<file path="config.mk">
export PLATFORM = sky130hd
export DESIGN_NAME = shared_dmem_ctrl
export DESIGN_NICKNAME = d
export VERILOG_FILES = /design/src/rtl/dmem_pkg.sv /design/src/rtl/rr_arbiter.sv /design/src/rtl/shared_dmem_ctrl.sv
export SDC_FILE = /design/constraint.sdc
export NUM_CORES = 2
export LEC_CHECK = 0
export CORE_UTILIZATION = 35
export CTS_BUF_LIST = sky130_fd_sc_hd__clkbuf_8 sky130_fd_sc_hd__clkbuf_16
export CTS_CLUSTER_DIAMETER = 150
export DETAILED_ROUTE_END_ITERATION = 8
export DONT_BUFFER_PORTS = 1
export GPL_TIMING_DRIVEN = 0
export REMOVE_ABC_BUFFERS = 1
export SETUP_SLACK_MARGIN = 0.3
export SYNTH_ARGS = -nofsm -noshare
export SYNTH_HDL_FRONTEND = slang
export SYNTH_SLANG_ARGS = --single-unit
</file>
<file path="constraint.sdc">
create_clock -name clk -period 24.2 [get_ports clk]
set_clock_uncertainty 0.15 [all_clocks]
set_input_delay 4.84 -clock clk [delete_from_list [all_inputs] [get_ports clk]]
set_output_delay 4.84 -clock clk [all_outputs]
set_load 0.05 [all_outputs]
</file>
<file path="src/rtl/dmem_pkg.sv">
// Shared definitions for the shared data-memory controller: default sizes,
// the access-kind encoding and the address range helper.
package dmem_pkg;

    localparam int NPORT_DEF = 8;   // CPU request ports
    localparam int AW_DEF    = 6;   // word-address width (64 words)
    localparam int DW        = 32;  // data width

    // Kind of memory access performed at the end of the current cycle
    typedef enum logic [1:0] {
        ACC_NONE  = 2'd0,
        ACC_READ  = 2'd1,
        ACC_WRITE = 2'd2
    } acc_e;

    // A byte address is in range when every bit above the word index is zero
    function automatic logic addr_in_range(input logic [31:0] a, input int unsigned aw);
        return ((a >> (aw + 2)) == 32'd0);
    endfunction

endpackage

</file>
<file path="src/rtl/rr_arbiter.sv">
// Round-robin arbiter: picks the first requesting port starting at i_ptr,
// wrapping from NPORT-1 back to 0. Purely combinational.
module rr_arbiter #(
    parameter int NPORT = dmem_pkg::NPORT_DEF,
    parameter int PW    = (NPORT > 1) ? $clog2(NPORT) : 1
) (
    input  logic [NPORT-1:0] i_req,
    input  logic [PW-1:0]    i_ptr,
    output logic [NPORT-1:0] o_gnt,
    output logic [PW-1:0]    o_idx,
    output logic             o_valid
);

    // Scan ports in priority order ptr, ptr+1, ... and take the first requester
    always_comb begin
        logic [PW:0]   w_sum;
        logic [PW-1:0] w_j;
        o_gnt   = '0;
        o_idx   = '0;
        o_valid = 1'b0;
        w_sum   = '0;
        w_j     = '0;
        for (int k = 0; k < NPORT; k++) begin
            w_sum = {1'b0, i_ptr} + (PW+1)'(k);
            if (w_sum >= (PW+1)'(NPORT)) begin
                w_sum = w_sum - (PW+1)'(NPORT);
            end
            w_j = w_sum[PW-1:0];
            if (!o_valid && i_req[w_j]) begin
                o_valid    = 1'b1;
                o_idx      = w_j;
                o_gnt[w_j] = 1'b1;
            end
        end
    end

endmodule

</file>
<file path="src/rtl/shared_dmem_ctrl.sv">
// Shared data memory for NPORT CPU ports: one access per cycle chosen by a
// round-robin arbiter, per-port registered read data, and activity counters.
module shared_dmem_ctrl
    import dmem_pkg::*;
#(
    parameter int NPORT = NPORT_DEF,
    parameter int AW    = AW_DEF
) (
    input  logic                clk,
    input  logic                reset,
    input  logic [NPORT-1:0]    req,
    input  logic [NPORT-1:0]    we,
    input  logic [NPORT*DW-1:0] addr,
    input  logic [NPORT*DW-1:0] wdata,
    output logic [NPORT-1:0]    gnt,
    output logic [NPORT-1:0]    rvalid,
    output logic [NPORT*DW-1:0] rdata,
    output logic [31:0]         busy_cnt,
    output logic [31:0]         stall_cnt
);

    localparam int PW    = (NPORT > 1) ? $clog2(NPORT) : 1;
    localparam int CW    = $clog2(NPORT + 1);
    localparam int DEPTH = 1 << AW;

    logic [PW-1:0]       r_ptr;
    logic [NPORT-1:0]    r_rvalid;
    logic [NPORT*DW-1:0] r_rdata;
    logic [31:0]         r_busy;
    logic [31:0]         r_stall;
    logic [DW-1:0]       r_mem [DEPTH];

    logic [NPORT-1:0]    w_arb_gnt;
    logic [PW-1:0]       w_idx;
    logic                w_arb_valid;
    logic                w_grant_ok;
    logic [DW-1:0]       w_sel_addr;
    logic [DW-1:0]       w_sel_wdata;
    logic                w_sel_we;
    logic                w_in_range;
    logic [AW-1:0]       w_word;
    logic [DW-1:0]       w_rd_word;
    logic [CW-1:0]       w_popcnt;
    acc_e                w_acc;

    rr_arbiter #(
        .NPORT (NPORT),
        .PW    (PW)
    ) u_arb (
        .i_req   (req),
        .i_ptr   (r_ptr),
        .o_gnt   (w_arb_gnt),
        .o_idx   (w_idx),
        .o_valid (w_arb_valid)
    );

    // Nothing is granted while reset is held
    assign w_grant_ok = w_arb_valid & ~reset;
    assign gnt        = reset ? '0 : w_arb_gnt;

    // Route the granted port's address, data and direction to the memory
    always_comb begin
        w_sel_addr  = '0;
        w_sel_wdata = '0;
        w_sel_we    = 1'b0;
        for (int i = 0; i < NPORT; i++) begin
            if (w_arb_gnt[i]) begin
                w_sel_addr  = addr[i*DW +: DW];
                w_sel_wdata = wdata[i*DW +: DW];
                w_sel_we    = we[i];
            end
        end
    end

    // Decode the access; addr[1:0] is ignored, high bits flag out-of-range
    always_comb begin
        w_word     = w_sel_addr[AW+1:2];
        w_in_range = addr_in_range(w_sel_addr, AW);
        if (!w_grant_ok) begin
            w_acc = ACC_NONE;
        end else if (w_sel_we) begin
            w_acc = ACC_WRITE;
        end else begin
            w_acc = ACC_READ;
        end
        w_rd_word = w_in_range ? r_mem[w_word] : '0;
    end

    // Number of ports requesting this cycle
    always_comb begin
        w_popcnt = '0;
        for (int i = 0; i < NPORT; i++) begin
            w_popcnt = w_popcnt + CW'(req[i]);
        end
    end

    // Storage array: synchronous write, contents survive reset
    always_ff @(posedge clk) begin
        if (w_acc == ACC_WRITE && w_in_range) begin
            r_mem[w_word] <= w_sel_wdata;
        end
    end

    // Capture read data into the granted port's register and pulse its rvalid
    always_ff @(posedge clk) begin
        if (reset) begin
            r_rvalid <= '0;
            r_rdata  <= '0;
        end else begin
            r_rvalid <= '0;
            if (w_acc == ACC_READ) begin
                r_rvalid <= w_arb_gnt;
                for (int i = 0; i < NPORT; i++) begin
                    if (w_arb_gnt[i]) begin
                        r_rdata[i*DW +: DW] <= w_rd_word;
                    end
                end
            end
        end
    end

    // Advance the round-robin pointer past the port just served
    always_ff @(posedge clk) begin
        if (reset) begin
            r_ptr <= '0;
        end else if (w_grant_ok) begin
            if (w_idx == PW'(NPORT - 1)) begin
                r_ptr <= '0;
            end else begin
                r_ptr <= w_idx + PW'(1);
            end
        end
    end

    // Busy and stall counters, free-running with natural 32-bit wrap
    always_ff @(posedge clk) begin
        if (reset) begin
            r_busy  <= '0;
            r_stall <= '0;
        end else if (req != '0) begin
            r_busy  <= r_busy + 32'd1;
            r_stall <= r_stall + 32'(w_popcnt) - 32'd1;
        end
    end

    // A read pending from the cycle before reset must not surface during reset
    assign rvalid    = reset ? '0 : r_rvalid;
    assign rdata     = reset ? '0 : r_rdata;
    assign busy_cnt  = r_busy;
    assign stall_cnt = r_stall;

endmodule

</file>
**Word level (Yosys, flattened, before mapping)**

Memories as Yosys holds them, arrays and structs flattened.
Cells that the tools add are included.
Widths: inputs -> output; s select.

- Input bits: 530
- Flip-flop bits (word level): 331
- Memories kept: 1
- Memory bits (writable): 2048
- Output and inout bits: 336
- Word-level logic and storage cells: 207

- $add $sub $neg: 26
- Muxes and demuxes: 97
- Bitwise gates (word level): 10
- $lt $le $gt $ge: 24
- Reduce and logical (&&, ||, !) cells: 34
- Equal/unequal tests: 3

Memory list:

| memory | words | bits a word | rd ports | clocked after memory_dff | wr ports | line | source |
|---|---|---|---|---|---|---|---|
| r_mem | 64 | 32 | 1 | 0 | 1 | shared_dmem_ctrl.sv:31 | `logic [DW-1:0] r_mem [DEPTH];` |

Operator list:

| kind | count |
|---|---|
| $mux 32 | 17 |
| $mux 256 | 1 |
| $mux 8 | 10 |
| $or 8x8->8 | 7 |
| $mux 3 | 17 |
| $mux 1 | 34 |
| $add 32x1->32 const B | 1 |
| $add 32x4->32 | 1 |
| $logic_not 32->1 | 1 |
| $lt 3x4->1 const B | 8 |
| $sub 32x1->32 const B | 1 |
| $ge 4x4->1 const B | 7 |
| $bmux 1 s3 | 8 |
| $demux 1 s3 | 8 |
| $ge 3x1->1 const B | 8 |
| $sub 3x1->3 const B | 8 |
| $add 3x3->4 const B | 4 |
| $add 4x1->4 | 4 |
| $logic_and 1x1->1 | 16 |
| $reduce_and 2->1 | 8 |
| $add 3x2->4 const B | 2 |
| $reduce_bool 8->1 | 1 |
| $logic_not 1->1 | 7 |
| $add 3x1->4 | 1 |
| other kinds (12) | 14 |

**Depth between registers and ports, before layout**

- Depth in word-level cells: 40
- Mapped depth: 28
- Gate-level depth less buffers: 23

**Modules after synthesis**

From an unflattened synthesis, not the netlist that was laid out.

- Cell total of the unflattened synthesis: 7420
- Area total of the unflattened synthesis: 99616.8 um^2

By module, submodules not included:

| module | cells an instance | times used | area an instance (um^2) | sequential area each (um^2) |
|---|---|---|---|---|
| shared_dmem_ctrl | 7281 | 1 | 98344.3 | 68125.3 |
| rr_arbiter | 139 | 1 | 1272.5 | 0.0 |

**Least setup slack after synthesis**

No wires, ideal clock.

- Kind: in2out
- Start: input req[0]
- End: output gnt[5]
- Path slack: 10617 ps
- Data arrival time: 8593 ps
- Data required time: 19210 ps
- Stages: 11
- Path buffers: 5
- Cells stage by stage: clkbuf_1 -> mux4_2 -> mux2_2 -> clkbuf_1 -> nor4_1 -> nor2_1 -> o211ai_1 -> clkbuf_1 -> buf_1 -> buf_1 -> nor2b_1

- Longest elaborated chain between the ends: 25
- Elaborated cells between the ends (all ways): 53
- Classes of those cells: mux: 32; bitwise: 7; reduce/logical: 14

Ends and longest elaborated chain:

| element | line | source |
|---|---|---|
| start, declared | shared_dmem_ctrl.sv:11 | `input logic [NPORT-1:0] req,` |
| $bmux 1 s3 | rr_arbiter.sv:29 | `if (!o_valid && i_req[w_j]) begin` |
| $mux 1 (not written as such) | rr_arbiter.sv:29 |  |
| $mux 1 | rr_arbiter.sv:29 |  |
| $logic_not 1->1 | rr_arbiter.sv:29 |  |
| $logic_and 1x1->1 | rr_arbiter.sv:29 |  |
| $mux 1 | rr_arbiter.sv:29 |  |
| $logic_not 1->1 | rr_arbiter.sv:29 |  |
| $logic_and 1x1->1 | rr_arbiter.sv:29 |  |
| (+9 left out) | -- |  |
| $mux 1 | rr_arbiter.sv:29 |  |
| $logic_not 1->1 | rr_arbiter.sv:29 |  |
| $logic_and 1x1->1 | rr_arbiter.sv:29 |  |
| $mux 1 | rr_arbiter.sv:29 |  |
| $logic_not 1->1 | rr_arbiter.sv:29 |  |
| $logic_and 1x1->1 | rr_arbiter.sv:29 |  |
| $mux 8 * | rr_arbiter.sv:29 |  |
| $mux 8 * | shared_dmem_ctrl.sv:59 | `assign gnt = reset ? '0 : w_arb_gnt;` |
| end, declared | shared_dmem_ctrl.sv:15 | `output logic [NPORT-1:0] gnt,` |

Mark *: on every way between the ends. The rest lies on a longest branch, timed or not. The select of a mux whose other input is x is not followed.

**Worst setup path in the final report**

- Start: input req[1]
- End: register r_rdata[176]

- Longest elaborated chain between the ends: 36
- Elaborated cells between the ends (all ways): 77
- Classes of those cells: eq/ne: 1; mux: 51; bitwise: 8; reduce/logical: 16; memory: 1

Ends and longest elaborated chain:

| element | line | source |
|---|---|---|
| parallel branches: the longest is 36 deep, another holds $bmux 1 s3 | -- |  |
| end signal, assigned by index | shared_dmem_ctrl.sv:115 | `r_rdata[i*DW +: DW] <= w_rd_word;` |
| end, declared | shared_dmem_ctrl.sv:28 | `logic [NPORT*DW-1:0] r_rdata;` |

Parallel ways; which one is timed is not known. The select of a mux whose other input is x is not followed.
A chain may end at the register's enable or synchronous reset.

==> results.ini <==
[placement]
port-buffer-count=0
gp_congestion=0.879
place_area_um2=108000
hpwl_mm=250
dp_cells=10600

[sta]
slew_viol_final=8
fin_crit_ns=14.23
slew_headroom=-0.00865
setup_viol=0
max_freq_mhz=70.3
rsz0062_at_grt=no
worstMarginPinSlew_ns=1.51
finalHoldViolCount=0
period_share=0.588

[drt]
routed_via_density=6.19
vias=68400
drt_iter0_drc=9623
routed_wl_mm=378
wl_per_cell_um=34.2
postRouteAntennaNets=0
drcViolationCount=0
drtPass1Iterations=9

[cells_and_area]
most-common-layout-cells=edfxtp_1, nand2_1, o22ai_1
num-fill-cells=24700
nets=7796
area_delta_synth_final_pct=17.2
multi_input_area_um2=28500
fin_util=0.414
layout_commonest_cell=edfxtp_1
drive_gt1_frac=0.151
finalInstanceArea_um2=115000
instances_no_fill=11100
regArea_um2=68100

[clock_network]
path_clk_slew_ns=0.06
cts_root_buffer=clkbuf_16
worstSkewPairLatency_ns=0.88
cts_setup_buffers=0
h-tree-depth=4
cts_hold_buf=0
clock_sinks=2379
cts_resized=0
numCtsBuffers=227
clockBufferDepth=4
tritoncts=yes

[critical_path]
crit_fanout=101
end_kind=flip-flop
crit_required_ns=24.87
criticalPathCategory=input pin to flip-flop
arrival_ns=14.90
cp-start-kind=input pin

[floorplanning]
rows=193
coreArea_um2=277000
ios=866
die_w_um=531
die_area_um2=282000
initial_utilization=0.353
die_y_um=531

[yosys]
synth_area_leaders=edfxtp_1, dfxtp_1, mux2_2
syn-instance-count=7100
ys_types=117
synth_top_area_cell=edfxtp_1
synth_edf_count=2048
async_flop_share=0
ys.flop_type=edfxtp_1
ys_warn_count=0
syn_area_um2=98000
yosysTopAreaCellShare=0.627
synth-seq-area-share=0.695
synth-seq-cells=2379
synth.avg_cell_area_um2=13.8

[grt]
grt_max_degree=342
grt-ovfl-total=0
grt_pass1_wl_mm=511
grt_antenna_before_repair=32
grt_util_all_layers=0.258
grt_pass1_vias=63800

[run_status]
violations=max-capacitance violations, max-slew violations
outcome=finished with violations

[run]
cap_violations=2

[min_path]
hp-class=flip-flop to flip-flop

[final timing paths]
path | startpoint | end | slack (ns) | depth (start not counted)
setup / recovery | req[1] | r_rdata[176] | 9.97 | 19
hold reg to reg | stall_cnt[16] | stall_cnt[16] | 0.60 | 2
hold / removal | stall_cnt[16] | stall_cnt[16] | 0.60 | 2
setup reg to reg | r_ptr[0] | r_rdata[176] | 11.15 | 21
[state kept, by name, summed over array words and instances (netlist names)]
register	flops
r_rdata	256
stall_cnt	32
r_mem	2048
r_ptr	3
busy_cnt	32
r_rvalid	8
[metal layers]
metal	GRT usage	wire, µm	vias to the layer above
li1	-	-	27800
met4	0.165	27800	6
met5	0	36	-
met2	0.411	172000	5207
met3	0.0662	47100	1179
met1	0.311	131000	34300
[Yosys cell counts (all sizes together) (11+ instances only)]
| cell type | number |
|---|---|
| a211o | 12 |
| a211oi | 124 |
| a21oi | 265 |
| a221oi | 50 |
| a22o | 19 |
| a22oi | 33 |
| a2bb2oi | 13 |
| a311oi | 19 |
| a31oi | 106 |
| a32oi | 28 |
| a41oi | 16 |
| and2 | 13 |
| and3 | 86 |
| buf | 296 |
| clkbuf | 188 |
| dfxtp | 331 |
| edfxtp | 2048 |
| ha | 100 |
| inv | 89 |
| mux2 | 243 |
| mux2i | 106 |
| mux4 | 15 |
| nand2 | 730 |
| nand2b | 18 |
| nand3 | 123 |
| nand4 | 21 |
| nor2 | 349 |
| nor2b | 275 |
| nor3 | 131 |
| nor4 | 65 |
| o2111ai | 25 |
| o211ai | 20 |
| o21a | 14 |
| o21ai | 244 |
| o221a | 12 |
| o221ai | 93 |
| o22a | 95 |
| o22ai | 369 |
| o31a | 11 |
| o31ai | 40 |
| o32ai | 20 |
| o41ai | 22 |
| or3 | 51 |
| xnor2 | 30 |
| xor2 | 22 |
[critical path: stages]
cell,delay [ns]
mux4_2,0.46
mux2i_2,0.82
nor2_1,0.10
and4_1,0.34
a221oi_1,0.42
and2_4,0.82
nand3_2,0.48
o221ai_4,1.11
nand2_8,0.46
buf_16,0.39
buf_16,0.32
nand2_4,0.68
buf_16,0.31
buf_12,0.29
o22ai_1,0.12
o41ai_1,0.61
o2111ai_1,0.43
a2111oi_4,1.14
mux2_2,0.32
[cell families after synthesis]
| kind of cell | Yosys count | share of synthesized area |
|---|---|---|
| DFF | 2379 | 0.695 |
| and+or+nand+nor | 1896 | 0.0933 |
| adders and majority gates | 105 | 0.0138 |
| buffers and inverters | 574 | 0.0276 |
| muxes | 364 | 0.0425 |
| xor gates and xnor gates | 52 | 0.00465 |
| AOI/OAI and AO/OA | 1730 | 0.123 |
[area by class of cell]
cell class / count / share of cell area
antenna: 24 / 0.000523
tap: 3705 / 0.0403
inverter: 90 / 0.00294
timing repair buffer: 316 / 0.0533
clock buffer: 236 / 0.0509
multi-input combinational: 4147 / 0.248
sequential: 2379 / 0.593
clock inverter: 167 / 0.0112
[through the flow]
stage / setup WS [ns] / setup TNS (ns) / hold slack, ns
after floorplan: 7.76 / 0 / 0.483
final: 9.97 / 0 / 0.602
after global routing: 9.99 / 0 / 0.618
after detailed placement: 9.32 / 0 / 0.582
after CTS: 10.23 / 0 / 0.589
after global placement: -7.24 / -6238.55 / 0.573
Power is not shown: default switching activity piles up to over one toggle a cycle in this logic, so the estimate is an artifact.
